### src/rtl/uart_tx_arbiter.sv
// Round-robin arbiter that shares one UART transmitter among NUM_REQ byte streams.
// Ownership is held for a whole packet (until a byte flagged last) or until the lock times out.
module uart_tx_arbiter #(
  parameter int unsigned NUM_REQ      = 4,
  parameter int unsigned DATA_WIDTH   = 8,
  parameter int unsigned LOCK_TIMEOUT = 4096
) (
  input  logic                          clk_in,
  input  logic                          rst_in,
  input  logic [NUM_REQ-1:0]            req_valid_in,
  input  logic [NUM_REQ-1:0]            req_last_in,
  input  logic [NUM_REQ*DATA_WIDTH-1:0] req_data_in,
  output logic [NUM_REQ-1:0]            req_ready_out,
  output logic                          tx_start_out,
  output logic [DATA_WIDTH-1:0]         tx_data_out,
  input  logic                          tx_busy_in,
  output logic [NUM_REQ-1:0]            grant_out,
  output logic                          lock_drop_out
);

  localparam int unsigned PTR_W = $clog2(NUM_REQ);
  localparam int unsigned CND_W = PTR_W + 1;
  localparam int unsigned TMR_W = $clog2(LOCK_TIMEOUT + 1);
  localparam logic [TMR_W-1:0] TMR_MAX = TMR_W'(LOCK_TIMEOUT);

  typedef enum logic [1:0] {
    S_IDLE,
    S_ACCEPT,
    S_WAIT_BUSY,
    S_WAIT_DONE
  } state_t;

  state_t                  state;
  logic [PTR_W-1:0]        rr_ptr;
  logic [PTR_W-1:0]        owner;
  logic [TMR_W-1:0]        timer;
  logic                    last_q;

  logic                    win_found;
  logic [PTR_W-1:0]        win_idx;
  logic [CND_W-1:0]        cand;
  logic [DATA_WIDTH-1:0]   own_data;
  logic                    own_valid;
  logic                    own_last;
  logic [PTR_W-1:0]        nxt_ptr;

  // First valid requester scanning upward from rr_ptr; wrap is an explicit compare.
  always_comb begin
    win_found = 1'b0;
    win_idx   = '0;
    cand      = '0;
    for (int unsigned k = 0; k < NUM_REQ; k++) begin
      cand = {1'b0, rr_ptr} + CND_W'(k);
      if (cand >= CND_W'(NUM_REQ)) cand = cand - CND_W'(NUM_REQ);
      if (!win_found && req_valid_in[cand[PTR_W-1:0]]) begin
        win_found = 1'b1;
        win_idx   = cand[PTR_W-1:0];
      end
    end
  end

  // Owner's byte lane, selected by the one-hot grant.
  always_comb begin
    own_data = '0;
    for (int unsigned i = 0; i < NUM_REQ; i++) begin
      if (grant_out[i]) own_data = own_data | req_data_in[i*DATA_WIDTH +: DATA_WIDTH];
    end
  end

  assign own_valid     = |(req_valid_in & grant_out);
  assign own_last      = |(req_last_in & grant_out);
  assign nxt_ptr       = (owner == PTR_W'(NUM_REQ - 1)) ? '0 : owner + PTR_W'(1);
  assign req_ready_out = (state == S_ACCEPT) ? grant_out : '0;

  always_ff @(posedge clk_in or posedge rst_in) begin
    if (rst_in) begin
      state         <= S_IDLE;
      rr_ptr        <= '0;
      owner         <= '0;
      timer         <= '0;
      last_q        <= 1'b0;
      tx_start_out  <= 1'b0;
      tx_data_out   <= '0;
      grant_out     <= '0;
      lock_drop_out <= 1'b0;
    end else begin
      tx_start_out  <= 1'b0;
      lock_drop_out <= 1'b0;
      case (state)
        S_IDLE: begin
          if (win_found) begin
            grant_out <= NUM_REQ'(1) << win_idx;
            owner     <= win_idx;
            timer     <= '0;
            state     <= S_ACCEPT;
          end
        end
        S_ACCEPT: begin
          // An accept in the same cycle the timer expires takes priority over the revoke.
          if (own_valid) begin
            tx_data_out  <= own_data;
            last_q       <= own_last;
            tx_start_out <= 1'b1;
            state        <= S_WAIT_BUSY;
          end else if (timer == TMR_MAX) begin
            grant_out     <= '0;
            rr_ptr        <= nxt_ptr;
            lock_drop_out <= 1'b1;
            state         <= S_IDLE;
          end else begin
            timer <= timer + TMR_W'(1);
          end
        end
        S_WAIT_BUSY: begin
          if (tx_busy_in) state <= S_WAIT_DONE;
        end
        S_WAIT_DONE: begin
          if (!tx_busy_in) begin
            if (last_q) begin
              rr_ptr    <= nxt_ptr;
              grant_out <= '0;
              state     <= S_IDLE;
            end else begin
              timer <= '0;
              state <= S_ACCEPT;
            end
          end
        end
        default: state <= S_IDLE;
      endcase
    end
  end

endmodule

### config.mk
export PLATFORM = sky130hd
export DESIGN_NAME = uart_tx_arbiter
export DESIGN_NICKNAME = d
export VERILOG_FILES = /design/src/rtl/uart_tx_arbiter.sv
export SDC_FILE = /design/constraint.sdc
export NUM_CORES = 1
export LEC_CHECK = 0
export CAP_MARGIN = 5
export CORE_MARGIN = 5
export CORE_UTILIZATION = 42
export DETAILED_ROUTE_END_ITERATION = 8
export PLACE_DENSITY_LB_ADDON = 0.12
export SLEW_MARGIN = 20
export SYNTH_ARGS = -nofsm -noshare
export SYNTH_HDL_FRONTEND = slang
export SYNTH_SLANG_ARGS = --single-unit
### constraint.sdc
create_clock -name clk_in -period 1.8 [get_ports clk_in]
set_clock_uncertainty 0.05 [all_clocks]
set_input_delay 0.45 -clock clk_in [delete_from_list [all_inputs] [get_ports clk_in]]
set_output_delay 0.45 -clock clk_in [all_outputs]
set_load 0.1 [all_outputs]
==> summary.txt <==
Final layout
  • Fraction of layout cells with a size suffix above 1: 41.9%
  • NumNets Final: about 370
  • # diodes: 0
  • Commonest non-fill, non-tap cell in the layout: buf_4
  • Layout area overhead: 80.6%
  • Most frequent cells in the layout: buf_4 (49), clkdlybuf4s50_1 (38), dfrtp_1 (28)

Worst hold path
  • Worst Hold Path EP: owner[1]
  • Hold Path Class: register to register
  • Hold path cells: 2
  • Min-delay src: owner[1]

Critical path
  • Worst-path maximum fanout: 4
  • WS Path Type: register to register
  • Reg2reg start: timer[2]
  • R2R cell count: 6
  • RR Endpoint: state[0]
  • Crit path DAT: approximately 2.1 ns
  • CP Capture Type: register
  • Required time of the critical path: around 2.0 ns
  • Worst R2R Setup Slack: -0.18 ns
  • Kind of start point of the critical path: register

Detailed routing
  • Detailed Route Iter0 Violations: 129
  • Antenna Nets Post-Route: 0
  • Wire per inst: 19.1 µm
  • Vias post-DR: around 2200
  • Drt first pass iters: 4
  • Wirelength, routed: between 7000 and 8000 µm
  • Vias per cell: about 5.9
  • DRC viols: 0

Global route
  • Global route total overflow: 0
  • First-pass GRT wire length: between 10000 and 15000 µm
  • Largest net degree at the start of global routing: 35
  • Initial antenna violation count: 0
  • GRT Total Usage: between 20% and 30%
  • Vias in the first global route: 2209

Synthesis
  • XOR/XNOR Fraction of Synth Area: 0%
  • Netlist cell types: 47
  • Sequential share of the synthesized area: between 40% and 50%
  • Simple-Gate Fraction of Synth Area: about a fifth
  • Main combinational cell family by area after synthesis: compound AO/OA/AOI/OAI gates
  • Synth Flop Type: dfrtp_1
  • Mapped Avg Cell Area: ~9.2 µm²
  • Post-Syn Area: 1960 µm²
  • Syn nets: around 260
  • Seq cells post-synth: 34
  • Post-synth EDFFs: 0
  • Adder-cell area share of the yosys netlist: under 10%
  • Synthesis Warnings: 0
  • Synth Area in Compound Gates: ~27%
  • Cells after Synth: around 210
  • FFs w/ async S/R, synth: 100%
  • Multiplexer area fraction after synthesis: 1.66%

Placed design
  • I/O Buffers: 60
  • Post-DP HPWL: 4700 µm
  • Worst slack, placed: -0.557 ns
  • GPL Wtd Cong: roughly 0.84

STA
  • Unrepaired setup endpoints after global routing: true
  • Final hold viol count: 0
  • Slew headroom: between 60% and 70%
  • Slew Limit Fails: 0
  • Setup violations, final: 20
  • Max Fclk: 506 MHz
  • Period minus WS final: about 2.0 ns
  • PnR worst setup slack: -0.176 ns
  • Actual slew at the worst max-slew pin: 0.480 ns
  • Tcrit/Tclk final: 110%

Pwr
  • Maximum VDD drop: between 0.9 and 1 mV
  • PD cells: 1770 nW/µm²
  • Power Total: 6250 µW
  • LEAKAGE: 0.00150 µW

Status
  • Failing checks: setup timing
  • Status: finished, violations left

Floorplanning
  • Site row count: 24
  • Core Area: approximately 4400 µm²
  • Die H: between 70 and 80 µm
  • Starting Density: between 40 and 50%
  • Die W: 78.2 µm
  • Die area: around 6100 µm²
  • Number of placed I/O pins: around 60

CTS
  • Hold-fix buffers, CTS: 0
  • Clk sinks: 34
  • CTS clk-pin slew, worst paths: around 0.06 ns
  • CTS Buf Count: 5
  • CTS tree: yes
  • Clock Latency Late Sink: 0.29 ns
  • CTS H-tree lvls: 2
  • Clock Tree Root: clkbuf_8
  • CTS max path bufs: 2

Run
  • Max_cap viols: 0
registers in the layout, summed over array words and instances, names as in the netlist, named ones only:
| signal | count |
|---|---|
| owner | 2 |
| state | 1 |
| last_q | 1 |
| lock_drop_out | 1 |
| tx_data_out | 8 |
| tx_start_out | 1 |
| timer | 13 |
| rr_ptr | 2 |
| grant_out | 4 |
through the flow:
stage | utilization (%) | cell area (µm²) | hold WS (ns) | std cells | setup TNS [ns]
2_1_floorplan | - | 1980 | 0.404 | 213 | -0.453
3_3_place_gp | 70.2 | 3120 | 0.427 | 358 | -9.53
3_5_place_dp | 70.2 | 3120 | 0.449 | 358 | -11.06
4_1_cts | 76.2 | 3390 | 0.463 | 378 | -0.458
5_1_grt | 79.5 | 3530 | 0.475 | 379 | -3.98
6_report | 79.5 | 3530 | 0.464 | 379 | -2.03
synth_stat cells, types with 2 or more instances:
library cell	instances	area [µm²]
buf_4	4	30.0
a31oi_1	10	62.6
a22oi_2	2	25.0
o2bb2ai_1	2	17.5
inv_1	6	22.5
buf_2	3	15.0
nor2_1	21	78.8
nand4b_1	2	17.5
and2_1	5	31.3
ha_1	3	37.5
nand3_1	6	30.0
a22oi_1	18	135
or4_1	5	37.5
or3_1	2	12.5
mux2_2	2	22.5
dfrtp_1	34	851
o21a_1	2	15.0
nor4_1	3	18.8
nor3_1	3	15.0
nand2_2	2	12.5
a22o_1	2	17.5
o31ai_1	8	60.1
and3_1	5	31.3
o21ai_0	13	65.1
a21oi_1	12	60.1
clkbuf_1	4	15.0
or2_2	2	12.5
nand2_1	13	48.8
what timing repair did:
action                                  CTS  global route
resized for setup                        34            28
setup buffers                            11             1
pin swaps                                21            14
gates cloned                              2             0
endpoints found under the setup margin   25            25
kinds of logic after synthesis:
family                     Yosys count
muxes                                3
and+or+nand+nor                     77
buffers and inverters               18
DFF                                 34
AOI/OAI and AO/OA                   78
adders and majority gates            3
power breakdown:
part | leakage, µW | total [µW] | switching [µW] | internal [µW]
Sequential | 0.000425 | 1260 | 224 | 1040
Combinational | 0.00103 | 4420 | 2620 | 1800
Clock | 0.0000443 | 564 | 261 | 303
final cells by class:
cell class	instances	area (µm²)
repair buffers	117	1250
flip-flops and latches	34	868
clock buffers	7	86.3
multi-input cells	162	1230
fillers	307	912
inverters	7	26.3
well taps	52	65.1
per-layer routing:
layer,global-route usage (%),vias to the layer above,wire length (µm)
met5,0,-,0
met3,6.98,24,590
met1,27.7,1080,2950
met4,6.64,0,230
met2,37.8,103,3480
li1,-,1034,-
worst max path at each step:
| stage | start | endpoint | slack, ns | cells after the start |
|---|---|---|---|---|
| 3_3_place_gp | req_valid_in[2] | timer[7] | -0.50 | 8 |
| 3_5_place_dp | req_valid_in[2] | timer[7] | -0.56 | 8 |
| 2_1_floorplan | grant_out[2] | timer[4] | -0.11 | 7 |
| 5_1_grt | timer[2] | state[0] | -0.24 | 6 |
| 4_1_cts | timer[1] | state[0] | -0.09 | 8 |
| 6_report | timer[2] | state[0] | -0.18 | 6 |
worst max-delay path: stages, from the launching register on:
cell	delay (ns)
dfrtp_1	0.40
nor4_1	0.48
nand3_2	0.23
nor3b_4	0.22
buf_4	0.13
a221o_1	0.27
o21ai_2	0.12
Power figures use the tool's default switching activity.
